## src/rtl/pipe_hazard_pkg.sv

```systemverilog
// Shared definitions for the ID-stage hazard unit: forwarding-select codes,
// MDU tracker states and the shape of one shadow-scoreboard slot.
package pipe_hazard_pkg;

   // Operand source select carried into EX
   typedef logic [1:0] depen_t;
   localparam depen_t DEP_RF   = 2'b00;  // register file value
   localparam depen_t DEP_EALU = 2'b01;  // ALU result currently in E
   localparam depen_t DEP_MALU = 2'b10;  // ALU result currently in M
   localparam depen_t DEP_MMEM = 2'b11;  // load data currently in M

   // Multi-cycle MDU tracker
   typedef enum logic {
      MDU_IDLE = 1'b0,
      MDU_BUSY = 1'b1
   } mdu_state_t;

   // One shadow-scoreboard entry: what the instruction in a stage will write
   typedef struct packed {
      logic [4:0] rn;
      logic       wreg;
      logic       m2reg;
   } slot_t;

endpackage

```

## src/rtl/hazard_fwd_sel.sv

```systemverilog
// Combinational forwarding-select for one source operand. E outranks M; a
// load sitting in E cannot forward (that case is a load-use stall instead).
module hazard_fwd_sel
   import pipe_hazard_pkg::*;
(
   input  logic       d_valid,
   input  logic [4:0] src,
   input  logic       use_src,
   input  slot_t      e_slot,
   input  slot_t      m_slot,
   output depen_t     depen
);

   // Pick the youngest producer of src; r0 and unused operands read the regfile
   always_comb begin
      depen = DEP_RF;
      if (d_valid && use_src && (src != 5'd0)) begin
         if (e_slot.wreg && !e_slot.m2reg && (e_slot.rn == src))
            depen = DEP_EALU;
         else if (m_slot.wreg && (m_slot.rn == src))
            depen = m_slot.m2reg ? DEP_MMEM : DEP_MALU;
      end
   end

endmodule

```

## src/rtl/pipe_hazard_unit.sv

```systemverilog
// ID-stage hazard unit: forwarding selects, load-use and MDU stalls, taken
// branch flush, and saturating stall/flush counters for performance debug.
module pipe_hazard_unit
   import pipe_hazard_pkg::*;
#(
   parameter int MDU_LAT = 4,
   parameter int CNT_W   = 16
)(
   input  logic             clk,
   input  logic             clrn,
   input  logic             d_valid,
   input  logic [4:0]       d_rs,
   input  logic [4:0]       d_rt,
   input  logic [4:0]       d_rn,
   input  logic             d_wreg,
   input  logic             d_m2reg,
   input  logic             d_use_rs,
   input  logic             d_use_rt,
   input  logic             d_is_store,
   input  logic             d_mdu,
   input  logic             e_branch_taken,
   output logic [1:0]       dadepen,
   output logic [1:0]       dbdepen,
   output logic [1:0]       dsdepen,
   output logic             d_stall,
   output logic             d_bubble,
   output logic             d_flush,
   output logic             mdu_busy,
   output logic [CNT_W-1:0] stall_cnt,
   output logic [CNT_W-1:0] flush_cnt
);

   localparam int                BCNT_W    = 4;
   localparam logic [BCNT_W-1:0] BCNT_LOAD = BCNT_W'(MDU_LAT);
   localparam logic [BCNT_W-1:0] BCNT_ONE  = BCNT_W'(1);
   localparam logic [CNT_W-1:0]  CNT_ONE   = CNT_W'(1);

   slot_t             e_slot_p0;
   slot_t             m_slot_p1;
   mdu_state_t        state;
   mdu_state_t        state_nx;
   logic [BCNT_W-1:0] bcnt;
   logic [BCNT_W-1:0] bcnt_nx;
   logic [4:0]        mdu_rn;
   logic [4:0]        mdu_rn_nx;
   logic              rt_read;
   logic              lu_hit;
   logic              mdu_hit;
   logic              stall_raw;
   logic              flush_raw;
   logic              mdu_issue;
   depen_t            depen_a;
   depen_t            depen_b;
   depen_t            depen_s;

   function automatic logic [CNT_W-1:0] sat_inc(input logic [CNT_W-1:0] v);
      return (&v) ? v : v + CNT_ONE;
   endfunction

   hazard_fwd_sel u_sel_a (
      .d_valid (d_valid),
      .src     (d_rs),
      .use_src (d_use_rs),
      .e_slot  (e_slot_p0),
      .m_slot  (m_slot_p1),
      .depen   (depen_a)
   );

   hazard_fwd_sel u_sel_b (
      .d_valid (d_valid),
      .src     (d_rt),
      .use_src (d_use_rt),
      .e_slot  (e_slot_p0),
      .m_slot  (m_slot_p1),
      .depen   (depen_b)
   );

   hazard_fwd_sel u_sel_s (
      .d_valid (d_valid),
      .src     (d_rt),
      .use_src (d_is_store),
      .e_slot  (e_slot_p0),
      .m_slot  (m_slot_p1),
      .depen   (depen_s)
   );

   assign dadepen = depen_a;
   assign dbdepen = depen_b;
   assign dsdepen = depen_s;

   // Stall sources: a load in E feeding D, or D touching the in-flight MDU op
   always_comb begin
      rt_read   = d_use_rt | d_is_store;
      lu_hit    = d_valid && e_slot_p0.wreg && e_slot_p0.m2reg &&
                  (e_slot_p0.rn != 5'd0) &&
                  ((d_use_rs && (d_rs == e_slot_p0.rn)) ||
                   (rt_read  && (d_rt == e_slot_p0.rn)));
      mdu_hit   = (state == MDU_BUSY) && d_valid &&
                  (d_mdu || ((mdu_rn != 5'd0) &&
                             ((d_use_rs && (d_rs == mdu_rn)) ||
                              (rt_read  && (d_rt == mdu_rn)))));
      stall_raw = lu_hit | mdu_hit;
      // branch input is masked so every output is low while reset is held
      flush_raw = clrn & e_branch_taken;
   end

   // Flush wins over any stall: the stalled instruction is discarded anyway
   assign d_flush   = flush_raw;
   assign d_bubble  = flush_raw | stall_raw;
   assign d_stall   = stall_raw & ~flush_raw;
   assign mdu_busy  = (state == MDU_BUSY);
   assign mdu_issue = d_valid & d_mdu & ~d_bubble & (state == MDU_IDLE);

   // MDU tracker next state: arm on issue, count down, release at 1
   always_comb begin
      state_nx  = state;
      bcnt_nx   = bcnt;
      mdu_rn_nx = mdu_rn;
      case (state)
         MDU_IDLE: begin
            if (mdu_issue) begin
               state_nx  = MDU_BUSY;
               bcnt_nx   = BCNT_LOAD;
               mdu_rn_nx = d_rn;
            end
         end
         MDU_BUSY: begin
            bcnt_nx = bcnt - BCNT_ONE;
            if (bcnt == BCNT_ONE)
               state_nx = MDU_IDLE;
         end
         default: begin
            state_nx = MDU_IDLE;
            bcnt_nx  = '0;
         end
      endcase
   end

   // MDU tracker state register
   always_ff @(posedge clk or negedge clrn) begin
      if (!clrn) begin
         state  <= MDU_IDLE;
         bcnt   <= '0;
         mdu_rn <= '0;
      end else begin
         state  <= state_nx;
         bcnt   <= bcnt_nx;
         mdu_rn <= mdu_rn_nx;
      end
   end

   // D -> E -> M shadow scoreboard; bubbles and invalid slots enter as empty
   always_ff @(posedge clk or negedge clrn) begin
      if (!clrn) begin
         e_slot_p0 <= '0;
         m_slot_p1 <= '0;
      end else begin
         m_slot_p1 <= e_slot_p0;
         if (d_bubble || !d_valid)
            e_slot_p0 <= '0;
         else
            e_slot_p0 <= '{rn: d_rn, wreg: d_wreg, m2reg: d_m2reg};
      end
   end

   // Saturating performance counters
   always_ff @(posedge clk or negedge clrn) begin
      if (!clrn) begin
         stall_cnt <= '0;
         flush_cnt <= '0;
      end else begin
         if (d_stall) stall_cnt <= sat_inc(stall_cnt);
         if (d_flush) flush_cnt <= sat_inc(flush_cnt);
      end
   end

endmodule

```

## config.mk

```make
export PLATFORM = sky130hd
export DESIGN_NAME = pipe_hazard_unit
export DESIGN_NICKNAME = d
export VERILOG_FILES = /design/src/rtl/pipe_hazard_pkg.sv /design/src/rtl/hazard_fwd_sel.sv /design/src/rtl/pipe_hazard_unit.sv
export SDC_FILE = /design/constraint.sdc
export NUM_CORES = 1
export LEC_CHECK = 0
export CAP_MARGIN = 20
export CORE_ASPECT_RATIO = 1.1
export CORE_UTILIZATION = 56
export DETAILED_ROUTE_END_ITERATION = 10
export GPL_TIMING_DRIVEN = 0
export HOLD_SLACK_MARGIN = 0.08
export PLACE_DENSITY_LB_ADDON = 0.05
export SLEW_MARGIN = 20
export SYNTH_ARGS = -nofsm -noshare
export SYNTH_HDL_FRONTEND = slang
export SYNTH_HIERARCHICAL = 1
export SYNTH_SLANG_ARGS = --single-unit
```

## constraint.sdc

```tcl
create_clock -name clk -period 5.1 [get_ports clk]
set_input_delay 1.53 -clock clk [delete_from_list [all_inputs] [get_ports clk]]
set_output_delay 1.53 -clock clk [all_outputs]
set_load 0.02 [all_outputs]
```

== Yosys cells after proc, flatten, opt, wreduce, memory -nomap -nowiden ==
Cells that the tools add are included.

* Register bits: 56
* Input bits: 25
* Output and inout bits: 42

* Add/subtract/negate cells: 3
* Equality and inequality tests: 10
* Mux-type cells: 14
* Bitwise gates (word level): 13
* Reduce and logical (&&, ||, !) cells: 37

{| class="wikitable"
|+ Operator list
! kind !! count
|-
| 5-bit equality test || 8
|-
| 16-bit by 1-bit adder with 16-bit output (second input constant) || 2
|-
| 16-bit AND reduction || 2
|-
| 1-bit logical AND || 22
|-
| 5-bit nonzero test || 4
|-
| 2-bit two-way mux || 7
|-
| 4-bit one-hot mux with 2 select lines || 1
|-
| 7-bit two-way mux || 1
|-
| 2-bit AND reduction || 3
|-
| 1-bit AND || 5
|-
| 1-bit inverter || 5
|-
| 4-bit by 1-bit equality test with 1-bit output (second input constant) || 1
|-
| 1-bit logical OR || 4
|-
| 4-bit two-way mux || 1
|-
| 4-bit by 1-bit subtractor with 4-bit output (second input constant) || 1
|-
| 1-bit two-way mux || 3
|-
| 1-bit OR || 3
|-
| 1-bit logical NOT || 2
|-
| 2-bit != test (second input constant) || 1
|-
| 1-bit one-hot mux with 2 select lines || 1
|}

== Logic depth before layout (Yosys ltp) ==
* Depth in word-level cells: 13
* Gate-level depth with buffers: 8
* Mapped depth without buffers: 7

== Modules after synthesis ==
Netlist, hierarchy kept.

{| class="wikitable"
|+ By module, submodules not included
! module !! instances !! cells an instance !! area an instance (sq um) !! sequential area each (sq um)
|-
| pipe_hazard_unit || 1 || 241 || 2723.9 || 1401.3
|-
| hazard_fwd_sel || 3 || 19 || 172.7 || 0.0
|}

== Worst setup path after synthesis ==
No wires, ideal clock.

* Path type: input-to-output
* From: input port d_rt[1]
* To: output port d_bubble
* Data arrival time: 2.599 ns
* Required time: 3.570 ns
* Setup slack: 0.971 ns
* Stages: 5
* Cells stage by stage: xor2_1 > a211oi_1 > a221o_2 > a32oi_2 > nand2_1

* Word-level cells in the longest chain between the ends: 8
* Elaborated cells on any way between the ends: 12
* Those cells by class: 2 x eq/ne; 2 x bitwise; 8 x reduce/logical

{| class="wikitable"
|+ Ends and longest elaborated chain
! what !! line !! source
|-
| from (decl) || pipe_hazard_unit.sv:13 || <nowiki>input logic [4:0] d_rt,</nowiki>
|-
| 5-bit equality test || pipe_hazard_unit.sv:101 || <nowiki>(rt_read && (d_rt == mdu_rn)))));</nowiki>
|-
| 1-bit logical AND || pipe_hazard_unit.sv:101 ||
|-
| 1-bit logical OR || pipe_hazard_unit.sv:100 || <nowiki>((d_use_rs && (d_rs == mdu_rn)) ||</nowiki>
|-
| 1-bit logical AND || pipe_hazard_unit.sv:99 || <nowiki>(d_mdu || ((mdu_rn != 5'd0) &&</nowiki>
|-
| 1-bit logical OR || pipe_hazard_unit.sv:99 ||
|-
| 1-bit logical AND || pipe_hazard_unit.sv:98 || <nowiki>mdu_hit = (state == MDU_BUSY) && d_valid &&</nowiki>
|-
| 1-bit OR (*) || pipe_hazard_unit.sv:102 || <nowiki>stall_raw = lu_hit | mdu_hit;</nowiki>
|-
| 1-bit OR (*) || pipe_hazard_unit.sv:109 || <nowiki>assign d_bubble = flush_raw | stall_raw;</nowiki>
|-
| to (decl) || pipe_hazard_unit.sv:26 || <nowiki>output logic d_bubble,</nowiki>
|}

Every way passes the cells marked *; elsewhere a longest branch is shown, timed or not.

== Worst setup path after layout ==
* From: input port d_rt[0]
* To: output port dbdepen[1]

* Word-level cells in the longest chain between the ends: 5
* Elaborated cells on any way between the ends: 9
* Those cells by class: 2 x eq/ne; 3 x mux; 4 x reduce/logical

{| class="wikitable"
|+ Ends and longest elaborated chain
! what !! line !! source
|-
| 5-bit equality test || hazard_fwd_sel.sv:20 || <nowiki>else if (m_slot.wreg && (m_slot.rn == src))</nowiki>
|-
| 1-bit logical AND || hazard_fwd_sel.sv:20 ||
|-
| 2-bit two-way mux || hazard_fwd_sel.sv:20 ||
|-
| 2-bit two-way mux || hazard_fwd_sel.sv:18 || <nowiki>if (e_slot.wreg && !e_slot.m2reg && (e_slot.rn == src))</nowiki>
|-
| 2-bit two-way mux (*) || hazard_fwd_sel.sv:17 || <nowiki>if (d_valid && use_src && (src != 5'd0)) begin</nowiki>
|-
| to (decl) || pipe_hazard_unit.sv:23 || <nowiki>output logic [1:0] dbdepen,</nowiki>
|}

Marked as above.

==> metrics.md <==
| Metric | Value |
|---|---|
| Post-synthesis average cell area | 10.9 um2 |
| Crit. End Element | primary output |
| Crit path buffers/inverters | 2 |
| Die ar. | 6100 um2 |
| Max cap viols | 0 |
| CTS tree | yes |
| Dpl ws | -0.439 ns |
| Flop pwr share | 0.473 |
| Slowest cell on the critical path | clkdlybuf4s50_1 |
| Yosys cell types | 45 |
| EDFF count, synth | 0 |
| Via count | 2509 |
| Number of global-route vias before repair | 2430 |
| Fin crit share | 0.976 |
| Cell with the most instances after synthesis | dfrtp_1 |
| Worst vdd ir | 0.296 mV |
| Number of port buffers | 66 |
| Number of diodes | 0 |
| Top FF cell, synth | dfrtp_1 |
| R2r setup slk | 2.79 ns |
| # IOs | 67 |
| Floorplan row count | 28 |
| Fmax | 201 MHz |
| Initial DRC Count | 90 |
| First-pass GRT wire length | 11500 um |
| Final core utilization | 0.747 |
| Root buf cell | clkbuf_8 |
| PnR worst setup slack | 0.121 ns |
| Fillers | 433 |
| Core box area | 5470 um2 |
| Clock power share | 0.183 |
| CP Class | input port to primary output |
| Max_slew headroom | 0.522 |
| Synth top area share | 0.432 |
| Slew @ Worst Pin | 0.716 ns |
| HP Class | flip-flop to flip-flop |
| Status | completed |
| Max FO, Critical Path | 8 |
| Reg clk slew, reported paths | 0.10 ns |
| Sequential-to-total area share from yosys stat | 0.432 |
| Initial Util | 0.593 |
| Number of setup violations in the final report | 0 |
| Layout Cells excl Fill | 446 |
| RePlAce Congestion | 0.845 |
| Pwr Total | 1.37 mW |
| Area leader, netlist | dfrtp_1 |
| Sw power | 493 uW |
| Post-Synthesis Cells | 298 |
| Clock latency on the worst-skew pair | 0.31 ns |
| Minimum clock period | 4.98 ns |
| DRC violations left | 0 |
| Critical Path AT | 3.45 ns |
| Area grow syn2layout | 25.9% |
| Post-route ant nets | 0 |
| Sw Ratio | 0.359 |
| YS warnings | 6 |
| Cell area after synthesis | 3240 um2 |
| Type of origin of the critical path | input port |
| Final Slew Violations | 0 |
| Top post-synthesis cells by count | 56 x dfrtp_1, 48 x xor2_1, 32 x xnor2_1, 19 x nand2_1, 16 x nand3_1 |
| Layout cells sized above 1 | 0.0970 |
| Main area contributors after synthesis | dfrtp_1 43%, xor2_1 13%, xnor2_1 8.6% |
| Largest net degree at the start of global routing | 58 |
| Inst Count DP | 439 |
| Initial antenna violation count | 0 |
| Total clock buffers created by CTS | 5 |
| Comb pwr share | 0.344 |
| Die W | 74.5 um |
| FF+latch count, synth | 56 |
| Clk buf depth | 2 |
| GRT overflow | 0 |
| Worst path cell trace | dlygate4sd2_1 > xor2_1 > nor4_4 > nand3_1 > nor3b_2 > clkdlybuf4s50_1 |
| Post-layout nets | 400 |
| Ys async rst share | 1.00 |
| DR WL/cell | 15.5 um |
| Mapped Nets | 327 |
| Max H-tree Level | 2 |
| Clock skew | 0.00497 ns |
| RSZ-0062 raised after global routing | yes |
| Leak | 1.71 nW |
| CTS Hold Bufs | 0 |
| CP max stage delay | 0.61 ns |
| HPWL after DPL | 5070 um |
| Drt pass-1 iters | 4 |
| Final WL | 6900 um |
| GRT Util Overall | 0.247 |
| Chip height | 81.8 um |
| Final hold violations | 0 |
| Pint | 881 uW |
| Critical path's top delay family | buffers and inverters |
| Pwr dens | 337 nW/um2 |
| Critical Path RT | 3.57 ns |
| Routed vias/inst | 5.63 |
| Clock Sinks | 56 |
## metrics by stage
stage / hold WS (ns) / area [um2] / TNS, ns
finish: 0.447 / 4080 / 0
CTS: 0.450 / 4080 / 0
floorplan: 0.390 / 3240 / 0
global placement: 0.425 / 4000 / -30.46
global route: 0.478 / 4080 / -0.0344
detailed placement: 0.425 / 3990 / -1.68
## cell families (layout without fill, tap and decap cells)
family	count (synthesis)	count (layout)	synth area share
AOI/OAI and AO/OA	33	33	0.0872
xor gates and xnor gates	80	80	0.216
adders and majority gates	4	4	0.0154
buffers and inverters	15	88	0.0201
DFF	56	56	0.432
muxes	7	7	0.0243
and+or+nand+nor	103	103	0.205
## power by group through the flow
| stage | Clock, mW | Combinational [mW] | Sequential [mW] |
|---|---|---|---|
| after CTS | 0.255 | 0.479 | 0.649 |
| after global routing | 0.273 | 0.525 | 0.667 |
| after floorplan | 0 | 0.251 | 0.689 |
| after detailed placement | 0 | 0.476 | 0.658 |
| after global placement | 0 | 0.464 | 0.655 |
| final | 0.251 | 0.473 | 0.650 |
## cell type report
class	count	area (um2)	area share
inverter	10	37.5	0.00920
sequential	56	1400	0.343
tap	75	93.8	0.0230
buffer	5	27.5	0.00674
timing repair buffer	66	643	0.158
clock buffer	6	82.6	0.0202
multi-input combinational	227	1790	0.438
clock inverter	1	8.76	0.00215
## path summary, 6_finish.rpt
check | start | endpoint | depth (start not counted)
hold reg to reg | e_slot_p0[0] | m_slot_p1[0] | 0
setup reg to reg | stall_cnt[0] | stall_cnt[2] | 8
setup / recovery | d_rt[0] | dbdepen[1] | 6
max in group asynchronous | clrn | stall_cnt[12] | 1
min in group asynchronous | clrn | m_slot_p1[2] | 1
hold / removal | e_slot_p0[0] | m_slot_p1[0] | 0
## state kept, by name, summed over array words and instances, names as in the netlist
signal	count
flush_cnt	16
stall_cnt	16
e_slot_p0	7
m_slot_p1	7
mdu_rn	5
bcnt	4
mdu_busy	1
## metal layers
layer / vias to the layer above / global-route usage / wire length (um)
met3: 6 / 0.0466 / 288
met4: 0 / 0.0660 / 62
li1: 1203 / - / -
met1: 1245 / 0.324 / 3110
met5: - / 0 / 0
met2: 55 / 0.419 / 3440
## cells in the final DEF, fill, tap and decap left out, drive strengths merged, types with 7 or more instances in the layout
| cell | instances |
|---|---|
| a21oi | 9 |
| nor4 | 10 |
| xor2 | 48 |
| nand3 | 16 |
| nand4 | 13 |
| xnor2 | 32 |
| dfrtp | 56 |
| clkbuf | 10 |
| nor2 | 10 |
| mux2 | 7 |
| and2 | 8 |
| clkdlybuf4s50 | 53 |
| nand2 | 19 |
| inv | 10 |
| dlygate4sd2 | 10 |
| a211oi | 8 |
## timing repair
item	CTS	global route
pin swaps	0	0
gates resized for setup	12	3
setup buffers	0	0
endpoints found under the hold margin	0	0
setup endpoints to repair	7	5
Power figures use the tool's default switching activity.
